### src/rtl/mfm_rdat_if.sv
// Byte-side handshake and drive-side read-data signals of the MFM read-data emulator.
// The master (byte source) offers bytes; the slave (serialiser) returns RDAT and status.
interface mfm_rdat_if;
    logic       enable;
    logic [7:0] din;
    logic       din_mark;
    logic       din_valid;
    logic       din_ready;
    logic       rdat_n;
    logic       busy;
    logic       underrun;

    modport master (
        output enable, din, din_mark, din_valid,
        input  din_ready, rdat_n, busy, underrun
    );

    modport slave (
        input  enable, din, din_mark, din_valid,
        output din_ready, rdat_n, busy, underrun
    );
endinterface

### src/rtl/mfm_rdat_gen.sv
// Drive-side read-data emulator: serialises bytes MSB first as MFM flux-transition
// pulses on active-low RDAT, with a one-byte holding register and FILL on underrun.
module mfm_rdat_gen #(
    parameter int         HALFCELL = 56,
    parameter int         PULSE_W  = 4,
    parameter logic [7:0] FILL     = 8'h4E
) (
    input  logic         fclk,
    input  logic         rst,
    mfm_rdat_if.slave    bus
);

    localparam int HC_W = (HALFCELL > 1) ? $clog2(HALFCELL) : 1;
    localparam int PC_W = $clog2(PULSE_W + 1);
    localparam logic [HC_W-1:0] HC_LAST = HC_W'(HALFCELL - 1);
    localparam logic [PC_W-1:0] PW_LAST = PC_W'(PULSE_W);

    typedef enum logic {
        IDLE  = 1'b0,
        SHIFT = 1'b1
    } state_t;

    state_t          state_q, state_d;
    logic [7:0]      hold_byte_q, hold_byte_d;
    logic            hold_mark_q, hold_mark_d;
    logic            hold_full_q, hold_full_d;
    logic [7:0]      sh_byte_q, sh_byte_d;
    logic            sh_mark_q, sh_mark_d;
    logic [2:0]      bit_idx_q, bit_idx_d;
    logic            phase_q, phase_d;      // 0 = clock cell, 1 = data cell
    logic [HC_W-1:0] hc_q, hc_d;
    logic            prev_data_q, prev_data_d;
    logic [PC_W-1:0] pulse_cnt_q, pulse_cnt_d;
    logic            rdat_n_q, rdat_n_d;
    logic            underrun_q, underrun_d;
    logic            live_q;

    logic din_ready_w;
    logic accept;
    logic cur_bit;
    logic hc_wrap;
    logic boundary;
    logic cell_v;

    // MFM cell rule; the mark suppresses the clock of bit 2 to form the A1 sync pattern.
    function automatic logic cell_value(input logic       phase,
                                        input logic       cur,
                                        input logic       prev,
                                        input logic       mark,
                                        input logic [2:0] idx);
        if (phase) begin
            return cur;
        end
        if (mark && (idx == 3'd2)) begin
            return 1'b0;
        end
        return ~prev & ~cur;
    endfunction

    // live_q keeps din_ready low while reset is held without feeding rst into the datapath.
    assign din_ready_w = bus.enable & ~hold_full_q & live_q;
    assign accept      = bus.din_valid & din_ready_w;
    assign cur_bit     = sh_byte_q[bit_idx_q];
    assign hc_wrap     = (hc_q == HC_LAST);
    assign boundary    = (state_q == SHIFT) && phase_q && (bit_idx_q == 3'd0) && hc_wrap;
    assign cell_v      = cell_value(phase_q, cur_bit, prev_data_q, sh_mark_q, bit_idx_q);

    always_comb begin
        state_d     = state_q;
        hold_byte_d = hold_byte_q;
        hold_mark_d = hold_mark_q;
        hold_full_d = hold_full_q;
        sh_byte_d   = sh_byte_q;
        sh_mark_d   = sh_mark_q;
        bit_idx_d   = bit_idx_q;
        phase_d     = phase_q;
        hc_d        = hc_q;
        prev_data_d = prev_data_q;
        pulse_cnt_d = pulse_cnt_q;
        rdat_n_d    = rdat_n_q;
        underrun_d  = 1'b0;

        if (!rdat_n_q) begin
            if (pulse_cnt_q == PW_LAST) begin
                rdat_n_d    = 1'b1;
                pulse_cnt_d = '0;
            end else begin
                pulse_cnt_d = pulse_cnt_q + PC_W'(1);
            end
        end

        if (!bus.enable) begin
            state_d     = IDLE;
            rdat_n_d    = 1'b1;
            pulse_cnt_d = '0;
            hc_d        = '0;
            bit_idx_d   = '0;
            phase_d     = 1'b0;
            hold_full_d = 1'b0;
        end else begin
            case (state_q)
                IDLE: begin
                    if (accept) begin
                        state_d   = SHIFT;
                        sh_byte_d = bus.din;
                        sh_mark_d = bus.din_mark;
                        bit_idx_d = 3'd7;
                        phase_d   = 1'b0;
                        hc_d      = '0;
                    end
                end

                SHIFT: begin
                    if ((hc_q == '0) && cell_v) begin
                        rdat_n_d    = 1'b0;
                        pulse_cnt_d = PC_W'(1);
                    end

                    if (hc_wrap) begin
                        hc_d    = '0;
                        phase_d = ~phase_q;
                        if (phase_q) begin
                            prev_data_d = cur_bit;
                            bit_idx_d   = bit_idx_q - 3'd1;
                        end
                    end else begin
                        hc_d = hc_q + HC_W'(1);
                    end

                    if (boundary) begin
                        bit_idx_d = 3'd7;
                        if (hold_full_q) begin
                            sh_byte_d   = hold_byte_q;
                            sh_mark_d   = hold_mark_q;
                            hold_full_d = 1'b0;
                        end else if (bus.din_valid) begin
                            sh_byte_d = bus.din;
                            sh_mark_d = bus.din_mark;
                        end else begin
                            sh_byte_d  = FILL;
                            sh_mark_d  = 1'b0;
                            underrun_d = 1'b1;
                        end
                    end else if (accept) begin
                        hold_byte_d = bus.din;
                        hold_mark_d = bus.din_mark;
                        hold_full_d = 1'b1;
                    end
                end

                default: state_d = IDLE;
            endcase
        end
    end

    always_ff @(posedge fclk or posedge rst) begin
        if (rst) begin
            state_q     <= IDLE;
            hold_byte_q <= '0;
            hold_mark_q <= 1'b0;
            hold_full_q <= 1'b0;
            sh_byte_q   <= '0;
            sh_mark_q   <= 1'b0;
            bit_idx_q   <= '0;
            phase_q     <= 1'b0;
            hc_q        <= '0;
            prev_data_q <= 1'b0;
            pulse_cnt_q <= '0;
            rdat_n_q    <= 1'b1;
            underrun_q  <= 1'b0;
            live_q      <= 1'b0;
        end else begin
            state_q     <= state_d;
            hold_byte_q <= hold_byte_d;
            hold_mark_q <= hold_mark_d;
            hold_full_q <= hold_full_d;
            sh_byte_q   <= sh_byte_d;
            sh_mark_q   <= sh_mark_d;
            bit_idx_q   <= bit_idx_d;
            phase_q     <= phase_d;
            hc_q        <= hc_d;
            prev_data_q <= prev_data_d;
            pulse_cnt_q <= pulse_cnt_d;
            rdat_n_q    <= rdat_n_d;
            underrun_q  <= underrun_d;
            live_q      <= 1'b1;
        end
    end

    assign bus.din_ready = din_ready_w;
    assign bus.rdat_n    = rdat_n_q;
    assign bus.busy      = (state_q == SHIFT);
    assign bus.underrun  = underrun_q;

endmodule

### src/flat_wrapper.sv
// flat-port wrapper written by rule: the top's interface ports become plain ports
module mfm_rdat_gen_flat 
#(
    parameter int         HALFCELL = 56,
    parameter int         PULSE_W  = 4,
    parameter logic [7:0] FILL     = 8'h4E
)
  (fclk, rst, bus_enable, bus_din, bus_din_mark, bus_din_valid, bus_din_ready, bus_rdat_n, bus_busy, bus_underrun);
  mfm_rdat_if bus_i ();
  input  logic fclk;
  input  logic rst;
  input wire logic [$bits(bus_i.enable)-1:0] bus_enable;
  input wire logic [$bits(bus_i.din)-1:0] bus_din;
  input wire logic [$bits(bus_i.din_mark)-1:0] bus_din_mark;
  input wire logic [$bits(bus_i.din_valid)-1:0] bus_din_valid;
  output wire logic [$bits(bus_i.din_ready)-1:0] bus_din_ready;
  output wire logic [$bits(bus_i.rdat_n)-1:0] bus_rdat_n;
  output wire logic [$bits(bus_i.busy)-1:0] bus_busy;
  output wire logic [$bits(bus_i.underrun)-1:0] bus_underrun;
  assign bus_i.enable = bus_enable;
  assign bus_i.din = bus_din;
  assign bus_i.din_mark = bus_din_mark;
  assign bus_i.din_valid = bus_din_valid;
  assign bus_din_ready = bus_i.din_ready;
  assign bus_rdat_n = bus_i.rdat_n;
  assign bus_busy = bus_i.busy;
  assign bus_underrun = bus_i.underrun;
  mfm_rdat_gen #(.HALFCELL(HALFCELL), .PULSE_W(PULSE_W), .FILL(FILL)) u_core (.fclk(fclk), .rst(rst), .bus(bus_i));
endmodule
### config.mk
export PLATFORM = sky130hd
export DESIGN_NAME = mfm_rdat_gen_flat
export DESIGN_NICKNAME = d
export VERILOG_FILES = /design/src/rtl/mfm_rdat_if.sv /design/src/rtl/mfm_rdat_gen.sv /design/src/flat_wrapper.sv
export SDC_FILE = /design/constraint.sdc
export NUM_CORES = 1
export LEC_CHECK = 0
export CORE_ASPECT_RATIO = 1.25
export CORE_UTILIZATION = 50
export CTS_BUF_LIST = sky130_fd_sc_hd__clkbuf_8
export CTS_CLUSTER_DIAMETER = 150
export DETAILED_ROUTE_END_ITERATION = 8
export GPL_ROUTABILITY_DRIVEN = 0
export GPL_TIMING_DRIVEN = 0
export PLACE_DENSITY = 0.73
export SYNTH_ARGS = -nofsm -noshare
export SYNTH_HDL_FRONTEND = slang
export SYNTH_SLANG_ARGS = --single-unit
### constraint.sdc
create_clock -name fclk -period 1.7 [get_ports fclk]
set_input_delay 0.51 -clock fclk [delete_from_list [all_inputs] [get_ports fclk]]
set_output_delay 0.51 -clock fclk [all_outputs]
set_load 0.02 [all_outputs]
=== After elaboration in Yosys (flattened, before gate mapping) ===
Cells that the tools add are included.

* Input port bits: 13
* Output and inout port bits: 4
* Register bits: 37

* Mux-type cells: 55
* Reductions and logical operators: 13
* Equality and inequality tests: 11
* Bitwise gates (word level): 10
* $add $sub $neg: 3
* Magnitude comparators: 1

{| class="wikitable"
|+ Operators by type and width
! kind !! count
|-
| $mux W1 || 32
|-
| $mux W8 || 4
|-
| $mux W3 || 10
|-
| $mux W6 || 3
|-
| $pmux W8 S2 || 1
|-
| $pmux W6 S2 || 1
|-
| $ne A4 B4 Y1 const B || 2
|-
| $reduce_and A4 Y1 || 2
|-
| $add A6 B1 Y6 const B || 1
|-
| $eq A6 B6 Y1 const B || 1
|-
| $logic_not A6 Y1 || 1
|-
| $not A1 Y1 || 6
|-
| $pmux W3 S2 || 1
|-
| $reduce_and A3 Y1 || 2
|-
| $logic_and A1 B1 Y1 || 5
|-
| $and A1 B1 Y1 || 4
|-
| $lt A3 B4 Y1 const B || 1
|-
| $ne A2 B1 Y1 const B || 2
|-
| $pmux W1 S2 || 2
|-
| $reduce_and A2 Y1 || 2
|-
| $add A3 B1 Y3 const B || 1
|-
| $bmux W1 S3 || 1
|-
| $eq A3 B2 Y1 const B || 1
|-
| $eq A3 B3 Y1 const B || 1
|-
| other kinds (6) || 6
|}

=== Longest topological paths before layout ===
* Depth in word-level cells: 10
* Depth in mapped cells: 7
* Mapped depth without buffers: 6

=== Worst setup path after synthesis ===
No wires, ideal clock.

* Path type: register to register
* Start: reg u_core.bit_idx_q[0]
* End: reg u_core.sh_byte_q[0]
* Data arrival time: 1749 ps
* Stages on the path, launching flop included: 8
* Period minus slack after synthesis: 1874 ps
* Required time: 1575 ps
* Library setup time: 125 ps
* Path slack: -174 ps
* Buffers on the path: 1
* Cells stage by stage: dfrtp_1 -> inv_1 -> ha_1 -> nand2b_1 -> nor4_2 -> o211a_1 -> buf_2 -> mux2_2

* Word-level cells in the longest chain between the ends: 5

{| class="wikitable"
|+ Ends and longest elaborated chain
! item !! line !! RTL
|-
| start, declared || mfm_rdat_gen.sv:29 || <nowiki>logic [2:0] bit_idx_q, bit_idx_d;</nowiki>
|-
| start signal, assigned || mfm_rdat_gen.sv:179 || <nowiki>bit_idx_q <= bit_idx_d;</nowiki>
|-
| $logic_not A3 Y1 || mfm_rdat_gen.sv:65 || <nowiki>assign boundary = (state_q == SHIFT) && phase_q && (bit_idx_q == 3'd0) && hc_wrap;</nowiki>
|-
| $logic_and A1 B1 Y1 (2 in series) || mfm_rdat_gen.sv:65 ||
|-
| $ne A2 B2 Y1 (no source line) || - ||
|-
| $reduce_and A3 Y1 (no source line) || - ||
|-
| end signal, assigned || mfm_rdat_gen.sv:177 || <nowiki>sh_byte_q <= sh_byte_d;</nowiki>
|-
| end, declared || mfm_rdat_gen.sv:27 || <nowiki>logic [7:0] sh_byte_q, sh_byte_d;</nowiki>
|}

No other way between the ends.
A chain may end at the register's enable or synchronous reset.

=== Final worst setup path ===
* Start: reg u_core.bit_idx_q[0]
* End: reg u_core.pulse_cnt_q[0]

* Word-level cells in the longest chain between the ends: 10

{| class="wikitable"
|+ Ends and longest elaborated chain
! item !! line !! RTL
|-
| $bmux W1 S3 / $eq A3 B2 Y1 (equally long branches) || mfm_rdat_gen.sv:63, mfm_rdat_gen.sv:54 ||
|-
| $mux W1 (implied by the code) / $logic_and A1 B1 Y1 (equally long branches) || mfm_rdat_gen.sv:63, mfm_rdat_gen.sv:54 ||
|-
| $mux W1, or another cell as far along || mfm_rdat_gen.sv:51 || <nowiki>if (phase) begin</nowiki>
|-
| $mux W1 / $and A1 B1 Y1 (equally long branches) || mfm_rdat_gen.sv:54, mfm_rdat_gen.sv:57 ||
|-
| $mux W1 || mfm_rdat_gen.sv:57 || <nowiki>return ~prev & ~cur;</nowiki>
|-
| $mux W1 (*) || mfm_rdat_gen.sv:54 || <nowiki>if (mark && (idx == 3'd2)) begin</nowiki>
|-
| $logic_and A1 B1 Y1 (*) || mfm_rdat_gen.sv:114 || <nowiki>if ((hc_q == '0) && cell_v) begin</nowiki>
|-
| $mux W3 (*) || mfm_rdat_gen.sv:114 ||
|-
| $mux W3 (*) || mfm_rdat_gen.sv:101 || <nowiki>case (state_q)</nowiki>
|-
| $mux W3 (*) || mfm_rdat_gen.sv:92 || <nowiki>if (!bus.enable) begin</nowiki>
|-
| net u_core.pulse_cnt_d[0] || mfm_rdat_gen.sv:33 || <nowiki>logic [PC_W-1:0] pulse_cnt_q, pulse_cnt_d;</nowiki>
|-
| end signal, assigned || mfm_rdat_gen.sv:183 || <nowiki>pulse_cnt_q <= pulse_cnt_d;</nowiki>
|-
| end, declared || mfm_rdat_gen.sv:33 ||
|}

The timed path passes the listed nets; every way through them passes the cells marked *. The select of a mux whose other input is x is not followed.

==> results.sh <==
export IMPL_holdWs_ns=0.403
export IMPL_cts_hold_buf=0
export IMPL_peakVddDrop_uv=743
export IMPL_htreeDepth=2
export IMPL_synth_area_leader_cell="dfrtp_1"
export IMPL_track_usage_pct=23.8
export IMPL_slew_headroom_pct=47.7
export IMPL_critPathMaxStageDelay_ns=0.53
export IMPL_clock_skew_ns=0.00438
export IMPL_antenna_cells=0
export IMPL_finalSetupViolations=23
export IMPL_antenna_left=0
export IMPL_core_mm2=0.00378
export IMPL_cts_buffers=5
export IMPL_ys_warn_count=0
export IMPL_p_leak_uw=0.00123
export IMPL_path_class="register to register"
export IMPL_clkTransAtPathRegs_ns=0.08
export IMPL_syn_inst=190
export IMPL_nNetsFinal=257
export IMPL_ys_top_cells_by_area="dfrtp_1 (45%), mux2_2 (12%), nand2_1 (4.7%), ha_1 (4.4%), a21oi_1 (3.5%)"
export IMPL_finalWorstSetupSlack_ns=-0.140
export IMPL_synth_async_sr_flop_share_pct=100
export IMPL_syn_nets=210
export IMPL_clockRootBuffer="clkbuf_8"
export IMPL_grt_max_degree=38
export IMPL_cap_violations=0
export IMPL_dpl_cell_area_mm2=0.00223
export IMPL_fin_crit_sh_pct=108
export IMPL_cts_sinks=37
export IMPL_powerDensity_mw_per_mm2=934
export IMPL_dr_total_vias=1671
export IMPL_crit_fanout=4
export IMPL_syn_area_per_cell_um2=10.5
export IMPL_wirelength_um=5040
export IMPL_status="complete, but fails checks"
export IMPL_die_width_um=58.4
export IMPL_drt_initial_drc_count=64
export IMPL_drive_above_1_share_pct=39.5
export IMPL_top_level_ports=17
export IMPL_arrival_ns=2.02
export IMPL_cp_slowest_cell="mux4_2"
export IMPL_first_pass_iters=4
export IMPL_routedWlPerCell_um=17.3
export IMPL_final_area_mm2=0.00277
export IMPL_dp_hpwl_um=2930
export IMPL_netlist_area_mm2=0.00199
export IMPL_rsz0062_at_grt="yes"
export IMPL_yosysUniqueCellTypes=44
export IMPL_synth_edf_count=0
export IMPL_die_area_mm2=0.00423
export IMPL_grt_pass1_vias=1665
export IMPL_start_util_pct=52.5
export IMPL_start_kind="register"
export IMPL_antenna_found_initial=0
export IMPL_drc=0
export IMPL_clk_latency_ns=0.29
export IMPL_cp_cell_sequence="mux4_2 -> mux2_4 -> and3_4 -> o31a_1"
export IMPL_overflow=0
export IMPL_io_buffers=16
export IMPL_rows=25
export IMPL_busiest_layer="met2"
export IMPL_worst_pin_slew_ns=0.782
export IMPL_yosysSeqAreaShare_pct=46.6
export IMPL_max_clock_freq_ghz=0.543
export IMPL_fin_util_pct=73.3
export IMPL_violations="setup timing"
export IMPL_die_h_um=72.5
export IMPL_grtUsageMet2_pct=42.8
export IMPL_grt_pass1_wl_um=7530
export IMPL_required_ns=1.88
export IMPL_ys_ff_latch=37
export IMPL_synth_top_cell_area_share_pct=45.3
export IMPL_vias_per_cell=5.72
export IMPL_hp_class="input port to register"
export IMPL_cts_tree="yes"
export IMPL_ys_flop_type="dfrtp_1"
export IMPL_end_kind="register"
export IMPL_slew_violations=0
export IMPL_cts_path_max_buffers=2
export IMPL_met3_usage_pct=4.99
export IMPL_finalHoldViolCount=0
export IMPL_finalCriticalPeriod_ns=1.84
export IMPL_met1_usage_pct=26.8
export IMPL_syn_to_final_growth_pct=39.5
layer usage:
layer  vias up  wire, um
met3        19       169
met5         -         0
met4         0       190
met2        55      2720
li1        767         -
met1       830      1960
critical path, delay by kind of cell (launching register included):
kind,cells,cell delay [ns]
mux,2,0.84
flops,1,0.43
compound gates,1,0.26
simple gates,1,0.20
layout make-up:
class / count / area [um2]
Multi-Input combinational cell: 135 / 1180
Sequential cell: 37 / 931
Tap cell: 54 / 67.6
Inverter: 10 / 43.8
Timing Repair Buffer: 40 / 355
Clock buffer: 5 / 68.8
Fill cell: 261 / 1010
Clock inverter: 3 / 65.1
Buffer: 8 / 66.3
stage by stage:
step | cells | TNS (ns) | worst slack, ns | power [uW]
2_1_floorplan | 190 | -1.01 | -0.0996 | 1390
3_3_place_gp | 260 | -28.36 | -1.15 | 1490
3_5_place_dp | 260 | -30.49 | -1.22 | 1520
4_1_cts | 283 | -2.02 | -0.180 | 2510
5_1_grt | 292 | -3.90 | -0.184 | 2680
6_report | 292 | -1.95 | -0.140 | 2590
sequential cells by signal, indices dropped and copies added, names as in the netlist:
| signal | count |
|---|---|
| u_core.hold_full_q | 1 |
| u_core.bus.underrun | 1 |
| u_core.bus.rdat_n | 1 |
| u_core.bus.busy | 1 |
| u_core.bit_idx_q | 3 |
| u_core.hold_byte_q | 8 |
| u_core.sh_mark_q | 1 |
| u_core.hold_mark_q | 1 |
| u_core.prev_data_q | 1 |
| u_core.phase_q | 1 |
| u_core.live_q | 1 |
| u_core.sh_byte_q | 8 |
| u_core.pulse_cnt_q | 3 |
| u_core.hc_q | 6 |
cell usage after synthesis (3+ instances only):
cell type and n:
nand2_1 25, nor4_1 3, buf_2 4, o21ai_0 5, nand2b_1 4, nor2_1 11, nand3_1 8, a21oi_1 14
dfrtp_1 36, mux2_2 21, clkbuf_1 3, nor3_1 4, ha_1 7, inv_1 10
cell families (layout without fill, tap and decap cells):
family                   after synthesis  after routing  share of synthesized area (%)
flip-flops                            37             37                           46.6
AND/OR/NAND/NOR                       70             70                           18.7
other                                  1              1                          0.189
multiplexers                          26             26                           16.3
buffers and inverters                 18             66                           3.71
AO/OA/AOI/OAI                         31             31                           10.1
adder cells (fa/ha/maj)                7              7                           4.41
cells in the final DEF (no fill, tap or decap), types with 3 or more instances in the layout:
master           count
clkbuf_8             5
nor2_1              10
a21oi_1             13
o21ai_0              4
mux2_4              16
nor3b_4              3
mux2_2               6
nand2b_1             3
ha_1                 5
dlygate4sd2_1        3
dfrtp_1             33
buf_6                8
nor3_1               4
nor4_4               3
clkdlybuf4s50_1     10
dfrtp_2              3
inv_1                6
nand2_1             25
nand3_1              7
buf_4               22
power by group:
part | switching (uW) | leakage, uW | internal (uW)
Sequential | 91.3 | 0.000469 | 1020
Combinational | 231 | 0.000692 | 338
Clock | 330 | 0.0000681 | 583
timing repair:
item,in CTS,in global routing
endpoints found under the setup margin,67,31
buffers inserted,13,11
pin swaps,7,12
gates cloned,2,0
resized for setup,53,34
path summary, 6_finish.rpt:
kind	start	end	slack [ns]	depth (start not counted)
max in group asynchronous	rst	u_core.bit_idx_q[0]	0.53	2
setup reg to reg	u_core.bit_idx_q[0]	u_core.pulse_cnt_q[0]	-0.14	4
setup / recovery	u_core.bit_idx_q[0]	u_core.pulse_cnt_q[0]	-0.14	4
hold / removal	bus_enable	u_core.bus.rdat_n	0.40	2
min in group asynchronous	rst	u_core.live_q	0.69	2
hold reg to reg	u_core.hold_byte_q[3]	u_core.hold_byte_q[3]	0.52	1
No activity file was read; power rests on OpenSTA's default activity.
